File: src/rtl/ltssm_pkg.sv
// Shared LTSSM transmit definitions: ordered-set symbols, the tx_kind word
// tag encoding, the scheduler state enum and the fixed 128-bit ordered-set
// words (symbol 0 in bits [127:120]).
package ltssm_pkg;

  localparam logic [7:0] SYM_COM = 8'hBC;
  localparam logic [7:0] SYM_SKP = 8'h1C;
  localparam logic [7:0] SYM_IDL = 8'h7C;

  typedef enum logic [1:0] {
    KIND_NONE = 2'b00,
    KIND_TS   = 2'b01,
    KIND_SKP  = 2'b10,
    KIND_EIOS = 2'b11
  } tx_kind_e;

  typedef enum logic [1:0] {
    IDLE   = 2'd0,
    ACTIVE = 2'd1,
    EIOS   = 2'd2,
    EIDLE  = 2'd3
  } sched_state_e;

  localparam logic [127:0] SKP_WORD  = {4{SYM_COM, SYM_SKP, SYM_SKP, SYM_SKP}};
  localparam logic [127:0] EIOS_WORD = {4{SYM_COM, SYM_IDL, SYM_IDL, SYM_IDL}};

endpackage

File: src/rtl/skp_timer.sv
// SKP insertion timer. Counts run cycles; every SKP_INTERVAL cycles it adds
// one pending SKP to a 2-bit saturating count. An add attempted at 3 sets the
// sticky overflow flag instead.
// Ports:
//   clk, rst  - clock, synchronous active-high reset
//   run       - count this cycle (scheduler is ACTIVE); low holds count at 0
//   clr       - clear interval counter and pending count
//   take      - one pending SKP is being emitted this cycle
//   skp_pend  - pending SKP words (0..3)
//   skp_ovf   - sticky: a SKP was lost to saturation; cleared only by rst
module skp_timer #(
  parameter int SKP_INTERVAL = 1180
) (
  input  logic       clk,
  input  logic       rst,
  input  logic       run,
  input  logic       clr,
  input  logic       take,
  output logic [1:0] skp_pend,
  output logic       skp_ovf
);

  localparam int            TW   = $clog2(SKP_INTERVAL);
  localparam logic [TW-1:0] LAST = TW'(SKP_INTERVAL - 1);

  logic [TW-1:0] tmr;
  logic          wrap;

  assign wrap = (tmr == LAST);

  always_ff @(posedge clk) begin
    if (rst) begin
      tmr      <= '0;
      skp_pend <= 2'd0;
      skp_ovf  <= 1'b0;
    end else if (clr || !run) begin
      tmr      <= '0;
      skp_pend <= 2'd0;
    end else begin
      tmr <= wrap ? '0 : tmr + 1'b1;
      // A wrap and an emission in the same cycle cancel out.
      if (wrap && !take) begin
        if (skp_pend == 2'd3) skp_ovf  <= 1'b1;
        else                  skp_pend <= skp_pend + 2'd1;
      end else if (take && !wrap) begin
        skp_pend <= skp_pend - 2'd1;
      end
    end
  end

endmodule

File: src/rtl/tx_os_sched.sv
// Transmit ordered-set scheduler. Shares the 128-bit TX FIFO write port
// between EIOS (highest), periodic SKP and ts_gen training sequences, and
// throttles ts_gen with a combinational hold so an accepted TS is always
// written.
// Ports:
//   clk, rst      - clock, synchronous active-high reset
//   sched_en      - transmitter enable level from LTSSM
//   eios_req      - request electrical idle (honoured in ACTIVE only)
//   ts_valid, ts  - TS word offered by ts_gen
//   tx_fifo_full  - FIFO full (still has one free entry of slack)
//   gen_hold      - combinational hold back to ts_gen
//   tx_valid, tx_data, tx_kind - registered FIFO write
//   eios_done     - pulse with the last EIOS word
//   skp_ovf       - sticky SKP pending-count overflow
module tx_os_sched
  import ltssm_pkg::*;
#(
  parameter int SKP_INTERVAL = 1180,
  parameter int EIOS_REPEAT  = 1
) (
  input  logic         clk,
  input  logic         rst,
  input  logic         sched_en,
  input  logic         eios_req,
  input  logic         ts_valid,
  input  logic [127:0] ts,
  input  logic         tx_fifo_full,
  output logic         gen_hold,
  output logic         tx_valid,
  output logic [127:0] tx_data,
  output logic [1:0]   tx_kind,
  output logic         eios_done,
  output logic         skp_ovf
);

  localparam logic [3:0] EIOS_LAST = 4'(EIOS_REPEAT - 1);

  sched_state_e state, state_nxt;
  logic [3:0]   eios_cnt;
  logic [1:0]   skp_pend;
  logic         run, clr, take;

  logic         vld_p0;
  logic         last_p0;
  tx_kind_e     kind_p0;
  logic [127:0] data_p0;

  assign gen_hold = tx_fifo_full | (state != ACTIVE) | (skp_pend != 2'd0) | eios_req;

  // The timer is held at zero outside ACTIVE, so the clear on entry to ACTIVE
  // and the discard on entry to EIOS both fall out of run going low.
  assign run = (state == ACTIVE);
  assign clr = (state == IDLE) && sched_en;

  skp_timer #(
    .SKP_INTERVAL(SKP_INTERVAL)
  ) u_skp_timer (
    .clk     (clk),
    .rst     (rst),
    .run     (run),
    .clr     (clr),
    .take    (take),
    .skp_pend(skp_pend),
    .skp_ovf (skp_ovf)
  );

  always_ff @(posedge clk) begin
    if (rst) state <= IDLE;
    else     state <= state_nxt;
  end

  // Stage p0: state transition and word selection
  always_comb begin
    state_nxt = state;
    vld_p0    = 1'b0;
    last_p0   = 1'b0;
    kind_p0   = KIND_NONE;
    data_p0   = '0;
    take      = 1'b0;
    unique case (state)
      IDLE: begin
        if (sched_en) state_nxt = ACTIVE;
      end
      ACTIVE: begin
        if (!tx_fifo_full) begin
          if (skp_pend != 2'd0) begin
            vld_p0  = 1'b1;
            kind_p0 = KIND_SKP;
            data_p0 = SKP_WORD;
            take    = 1'b1;
          end else if (ts_valid && !gen_hold) begin
            vld_p0  = 1'b1;
            kind_p0 = KIND_TS;
            data_p0 = ts;
          end
        end
        if (eios_req)       state_nxt = EIOS;
        else if (!sched_en) state_nxt = IDLE;
      end
      EIOS: begin
        if (!tx_fifo_full) begin
          vld_p0  = 1'b1;
          kind_p0 = KIND_EIOS;
          data_p0 = EIOS_WORD;
          last_p0 = (eios_cnt == EIOS_LAST);
          if (last_p0) state_nxt = EIDLE;
        end
      end
      EIDLE: begin
        if (!sched_en) state_nxt = IDLE;
      end
      default: state_nxt = IDLE;
    endcase
  end

  always_ff @(posedge clk) begin
    if (rst)                                eios_cnt <= 4'd0;
    else if ((state == ACTIVE) && eios_req) eios_cnt <= 4'd0;
    else if ((state == EIOS) && vld_p0)     eios_cnt <= eios_cnt + 4'd1;
  end

  // Stage p1: registered FIFO write; reset drops any word selected this cycle
  always_ff @(posedge clk) begin
    if (rst) begin
      tx_valid  <= 1'b0;
      tx_kind   <= KIND_NONE;
      tx_data   <= '0;
      eios_done <= 1'b0;
    end else begin
      tx_valid  <= vld_p0;
      tx_kind   <= kind_p0;
      tx_data   <= data_p0;
      eios_done <= last_p0;
    end
  end

endmodule
File: config.mk
export PLATFORM = sky130hd
export DESIGN_NAME = tx_os_sched
export DESIGN_NICKNAME = d
export VERILOG_FILES = /design/src/rtl/ltssm_pkg.sv /design/src/rtl/skp_timer.sv /design/src/rtl/tx_os_sched.sv
export SDC_FILE = /design/constraint.sdc
export NUM_CORES = 1
export LEC_CHECK = 0
export BUFFER_PORTS_ARGS = -buffer_cell sky130_fd_sc_hd__buf_2
export CORE_MARGIN = 2
export CORE_UTILIZATION = 40
export DETAILED_ROUTE_END_ITERATION = 10
export PLACE_DENSITY = 0.86
export SLEW_MARGIN = 20
export SYNTH_ARGS = -nofsm -noshare
export SYNTH_HDL_FRONTEND = slang
export SYNTH_SLANG_ARGS = --single-unit
File: constraint.sdc
create_clock -name clk -period 1.95 [get_ports clk]
set_clock_uncertainty 0.2 [all_clocks]
set_input_delay 0.0975 -clock clk [delete_from_list [all_inputs] [get_ports clk]]
set_output_delay 0.0975 -clock clk [all_outputs]
set_load 0.01 [all_outputs]
# ---- Yosys cells after proc, flatten, opt, wreduce, memory -nomap -nowiden
# Cells that the tools add are included.
# W data, S select, Z words.
dict set report word_totals {
  reg_bits 152
  inputBits 134
  out_inout_bits 134
  word_cells 77
}
dict set report op_classes {
  addsub 4
  n_eq_ne 10
  n_mux 27
  n_bitwise 5
  reduce_logical 22
}
# op count
set op_table {}
lappend op_table {{$mux W128} 4}
lappend op_table {{$pmux W128 S2} 1}
lappend op_table {{$mux W2} 11}
lappend op_table {{$add A11 B1 Y11 const B} 1}
lappend op_table {{$eq A11 B11 Y1 const B} 1}
lappend op_table {{$mux W1} 8}
lappend op_table {{$ne A2 B2 Y1 const B} 4}
lappend op_table {{$pmux W2 S4} 1}
lappend op_table {{$eq A2 B2 Y1 const B} 3}
lappend op_table {{$logic_and A1 B1 Y1} 6}
lappend op_table {{$reduce_and A3 Y1} 2}
lappend op_table {{$reduce_or A3 Y1} 2}
lappend op_table {{$add A4 B1 Y4 const B} 1}
lappend op_table {{$logic_not A1 Y1} 4}
lappend op_table {{$logic_not A4 Y1} 1}
lappend op_table {{$pmux W2 S2} 1}
lappend op_table {{$reduce_bool A2 Y1} 2}
lappend op_table {{$reduce_or A2 Y1} 2}
lappend op_table {{$or A1 B1 Y1} 3}
lappend op_table {{$add A2 B1 Y2 const B} 1}
lappend op_table {{$eq A2 B1 Y1 const B} 1}
lappend op_table {{$logic_not A2 Y1} 1}
lappend op_table {{$ne A2 B1 Y1 const B} 1}
lappend op_table {{$not A1 Y1} 2}
lappend op_table {{other kinds (4)} 4}

# ---- Depth between registers and ports, before layout
dict set report logic_depth {
  ltp_word 11
  ltp_mapped 9
  ltp_nobuf 6
}

# ---- Cells and area by module
# A second synthesis with hierarchy kept.
dict set report hier_totals {
  cells_unflattened 415
  hier_area_um2 4787.1
}
# module n_inst cells_per_inst area_per_inst_um2 seq_area_each_um2
set by_module_without_submodules {}
lappend by_module_without_submodules {tx_os_sched 1 346 4162.7 2762.6}
lappend by_module_without_submodules {skp_timer 1 69 624.3 280.3}

# ---- Worst setup path before layout
# OpenSTA, ideal clock, no wires.
dict set report synth_path {
  path_kind {reg2reg}
  startpoint {register state[0]}
  endpoint {register tx_data[100]}
  setup_ps 133
  arrival_ps 1554
  t_required_ps 1617
  setup_slack_ps 64
  path_stages_with_launch 9
  n_path_buf 3
  synth_period_minus_slack_ps 1886
  cell_sequence {dfxtp_1 > inv_1 > ha_1 > nand2b_1 > buf_2 > o31a_1 > buf_2 > clkbuf_1 > a21oi_1}
}
dict set report synth_between {
  elab_chain_cells 10
  elab_cells_between_ends 12
  cone_classes {eq/ne (3); mux (4); bitwise (3); reduce/logical (2)}
}
# item line
set synth_lines {}
lappend synth_lines {{start, declared} tx_os_sched.sv:38} ;# sched_state_e state, state_nxt;
lappend synth_lines {{start signal, assigned} tx_os_sched.sv:69} ;# else state <= state_nxt;
lappend synth_lines {{$ne A2 B1 Y1} tx_os_sched.sv:48} ;# assign gen_hold = tx_fifo_full | (state != ACTIVE) | (skp_pend != 2'd0) | eios_req;
lappend synth_lines {{$or A1 B1 Y1 (3 in series)} tx_os_sched.sv:48}
lappend synth_lines {{$logic_not A1 Y1} tx_os_sched.sv:91} ;# end else if (ts_valid && !gen_hold) begin
lappend synth_lines {{$logic_and A1 B1 Y1} tx_os_sched.sv:91}
lappend synth_lines {{$mux W128} tx_os_sched.sv:91}
lappend synth_lines {{$mux W128} tx_os_sched.sv:86} ;# if (skp_pend != 2'd0) begin
lappend synth_lines {{$mux W128} tx_os_sched.sv:85} ;# if (!tx_fifo_full) begin
lappend synth_lines {{$pmux W128 S2 *} tx_os_sched.sv:80} ;# unique case (state)
lappend synth_lines {{end signal, assigned} tx_os_sched.sv:132} ;# tx_data <= data_p0;
lappend synth_lines {{end, declared} tx_os_sched.sv:30} ;# output logic [127:0] tx_data,
# Every way passes the cells marked *; elsewhere a longest branch is shown, timed or not.
# A chain may end at the register's enable or synchronous reset.

# ---- Worst setup path after layout
dict set report layout_path {
  startpoint {register state[1]}
  endpoint {register tx_data[127]}
}
# The elaborated chain is that of the path after synthesis.

==> results.json <==
{
  "muxShareOfSynthArea_pct": 1.07,
  "first_pass_iters": 5,
  "final-hold-violation-count": 0,
  "via_per_inst": 5.02,
  "die_y_um": 117,
  "worst_path_largest_cell_delay_ns": 0.32,
  "grt_first_pass_wirelength_um": 29900,
  "status": "finished clean",
  "timing.final.crit_share_pct": 100,
  "min_period_ns": 1.95,
  "drv_cap": 0,
  "antenna_found_initial": 1,
  "cts_sinks": 152,
  "die_x_um": 117,
  "placed_cell_area_sq_mm": 0.00662,
  "ant_nets": 0,
  "synth_top_family_by_area": "simple AND/OR/NAND/NOR gates",
  "synth_fa_ha_area_share_pct": 1.70,
  "maxSlewHeadroom_pct": 64.7,
  "synth_edf_count": 0,
  "total_power_mw": 7.37,
  "cts_max_level": 4,
  "wl_per_cell_um": 18.5,
  "ys_types": 48,
  "cp-start-kind": "register",
  "final_cell_mix": "buf_2 (267), dfxtp_1 (150), dlygate4sd3_1 (133)",
  "rsz0062_at_grt": "true",
  "netlist_instances": 518,
  "final_common_cell": "buf_2",
  "cts-buffers-inserted": 17,
  "cts_root_buf": "clkbuf_16",
  "drc": 0,
  "power_density_mw_per_mm2": 822,
  "grt_max_degree": 63,
  "rows": 41,
  "ys_top_cells_by_area": "dfxtp_1 (59%), a21oi_1 (8.7%), nand2_1 (6.6%)",
  "finalInstanceArea_sq_mm": 0.00896,
  "io_pins": 268,
  "grt.total_usage_pct": 27.6,
  "grt_overflow": 0,
  "drt_iter0_drc": 481,
  "crit_arrival_ns": 2.08,
  "gp_congestion": 0.821,
  "ys_ff_latch": 152,
  "ys_warn_count": 0,
  "drive_above_1_share_pct": 39.8,
  "timing.fmax_ghz": 0.513,
  "synth_ff_type": "dfxtp_1",
  "die_area_sq_mm": 0.0138,
  "vias": 5584,
  "postSynth.asyncResetShare_pct": 0,
  "wl_um": 20600,
  "synth_area_per_cell_sq_um": 9.93,
  "final_nets": 1070,
  "whs_path_depth": 3,
  "synth-simple-area-share_pct": 20.4,
  "cp_data_required_time_ns": 2.08,
  "critPathKind": "reg -> reg",
  "synth-xor-area-share_pct": 1.36,
  "syn_to_final_growth_pct": 74.2,
  "yosysSeqAreaShare_pct": 59.1,
  "yosysTopAreaCellShare_pct": 59.1,
  "core_sq_mm": 0.0126,
  "endpoint_kind": "register",
  "cp_max_fo": 7,
  "clk_latency_ns": 0.41,
  "cpMaxStageDelayCell": "dfxtp_2",
  "grt_pass1_vias": 5669,
  "crit_chain": "inv_1 -> ha_1 -> and2b_2 -> buf_4 -> and4_4 -> buf_12 -> clkbuf_16 -> nand2_1 -> a21oi_1",
  "power.leakage_nw": 4.06,
  "rr_worst_depth": 9,
  "reg2reg_slack_ns": 0.0007,
  "portBuffers": 267,
  "hpwlAfterDp_um": 9700,
  "synth_compound_area_share_pct": 10.6,
  "syn-cell-area_sq_mm": 0.00515,
  "drv_slew": 0,
  "fillers": 795,
  "worst_pin_slew_ns": 0.528,
  "peakVddDrop_mv": 0.654,
  "clk_path_buf_depth": 2,
  "synth_area_leader_cell": "dfxtp_1",
  "hp-class": "in -> reg",
  "finalSetupViolations": 0,
  "cts_tree": "yes",
  "path_clk_slew_ns": 0.07,
  "start_util_pct": 40.9,
  "syn_nets": 659
}
cell families after synthesis:
family | Yosys count
muxes | 5
xor gates and xnor gates | 8
buffers and inverters | 47
DFF | 152
adders and majority gates | 7
AOI/OAI and AO/OA | 102
and+or+nand+nor | 197
metrics by stage:
stage / setup slack (ns) / TNS (ns) / hold slack, ns / utilization, % / std cells
final: 0.000715 / 0 / 0.223 / 71.3 / 1113
after global routing: -0.0664 / -0.286 / 0.221 / 71.3 / 1113
after CTS: -0.0117 / -0.0117 / 0.200 / 68.9 / 1100
after detailed placement: -0.139 / -5.05 / 0.100 / 52.6 / 935
after global placement: 0.0119 / 0 / 0.0961 / 52.6 / 935
after floorplan: 0.0638 / 0 / 0.0192 / - / 518
repair_timing:
item                                   in CTS  in global routing
buffers inserted                            0                  3
pin swaps                                   1                  4
gates cloned                                2                  9
resized for setup                           4                 24
endpoints found under the hold margin     139                  0
setup endpoints to repair                  52                105
hold buffers                              133                  0
cell usage after synthesis (2+ instances only):
cell and instances:
inv_1 9, buf_1 5, buf_2 6, dfxtp_1 152, nand2_1 91, nor3_1 2
nor2_2 8, buf_4 3, mux2i_1 4, clkbuf_2 2, and4_2 2, nor2_1 9
nand4_1 6, xor2_1 6, xnor2_1 2, o21ai_0 2, a21oi_1 89, and2_1 49
and3b_1 2, buf_6 13, o211ai_1 2, clkbuf_1 9, and3_1 3, ha_1 7
nand2b_1 6, nand3_1 6, o31ai_1 2
flip-flops by register name, summed over array words and instances, names as in the netlist:
| name | flops |
|---|---|
| tx_data | 128 |
| tx_valid | 1 |
| u_skp_timer.skp_ovf | 1 |
| u_skp_timer.tmr | 11 |
| eios_cnt | 4 |
| u_skp_timer.skp_pend | 2 |
| eios_done | 1 |
| tx_kind | 2 |
| state | 2 |
power by group:
| group | internal [mW] | switching (mW) | total (mW) |
|---|---|---|---|
| clock network | 2.37 | 1.26 | 3.63 |
| registers | 3.12 | 0.00687 | 3.12 |
| logic | 0.364 | 0.249 | 0.613 |
layer usage:
metal  share of wire (%)  global-route usage (%)  up-vias
met4                 6.0                    17.3        0
met1                  35                    27.4     2618
met5                   0                       0        -
met2                  52                    50.5      347
li1                    -                       -     2521
met3                 6.5                    7.64       98
final timing paths:
check | endpoint | startpoint
hold / removal | tx_data[33] | ts[33]
hold reg to reg | u_skp_timer.tmr[0] | u_skp_timer.tmr[0]
setup / recovery | tx_data[127] | state[1]
setup reg to reg | tx_data[127] | state[1]
layout make-up:
class | instances | area [sq um] | share of cell area, %
inverters | 9 | 33.8 | 0.377
repair buffers | 428 | 3100 | 34.5
diodes | 1 | 2.50 | 0.0279
flip-flops and latches | 152 | 3050 | 34.0
multi-input cells | 321 | 1910 | 21.3
clock inverters | 10 | 191 | 2.14
clock buffers | 20 | 467 | 5.21
well taps | 172 | 215 | 2.40
worst max-delay path: cells and delay by family, from the launching register on:
family	cells	cell delay [ns]
adders and majority gates	1	0.16
and+or+nand+nor	3	0.51
AOI/OAI and AO/OA	1	0.21
buffers and inverters	4	0.48
DFF	1	0.32
Power figures use the tool's default switching activity.
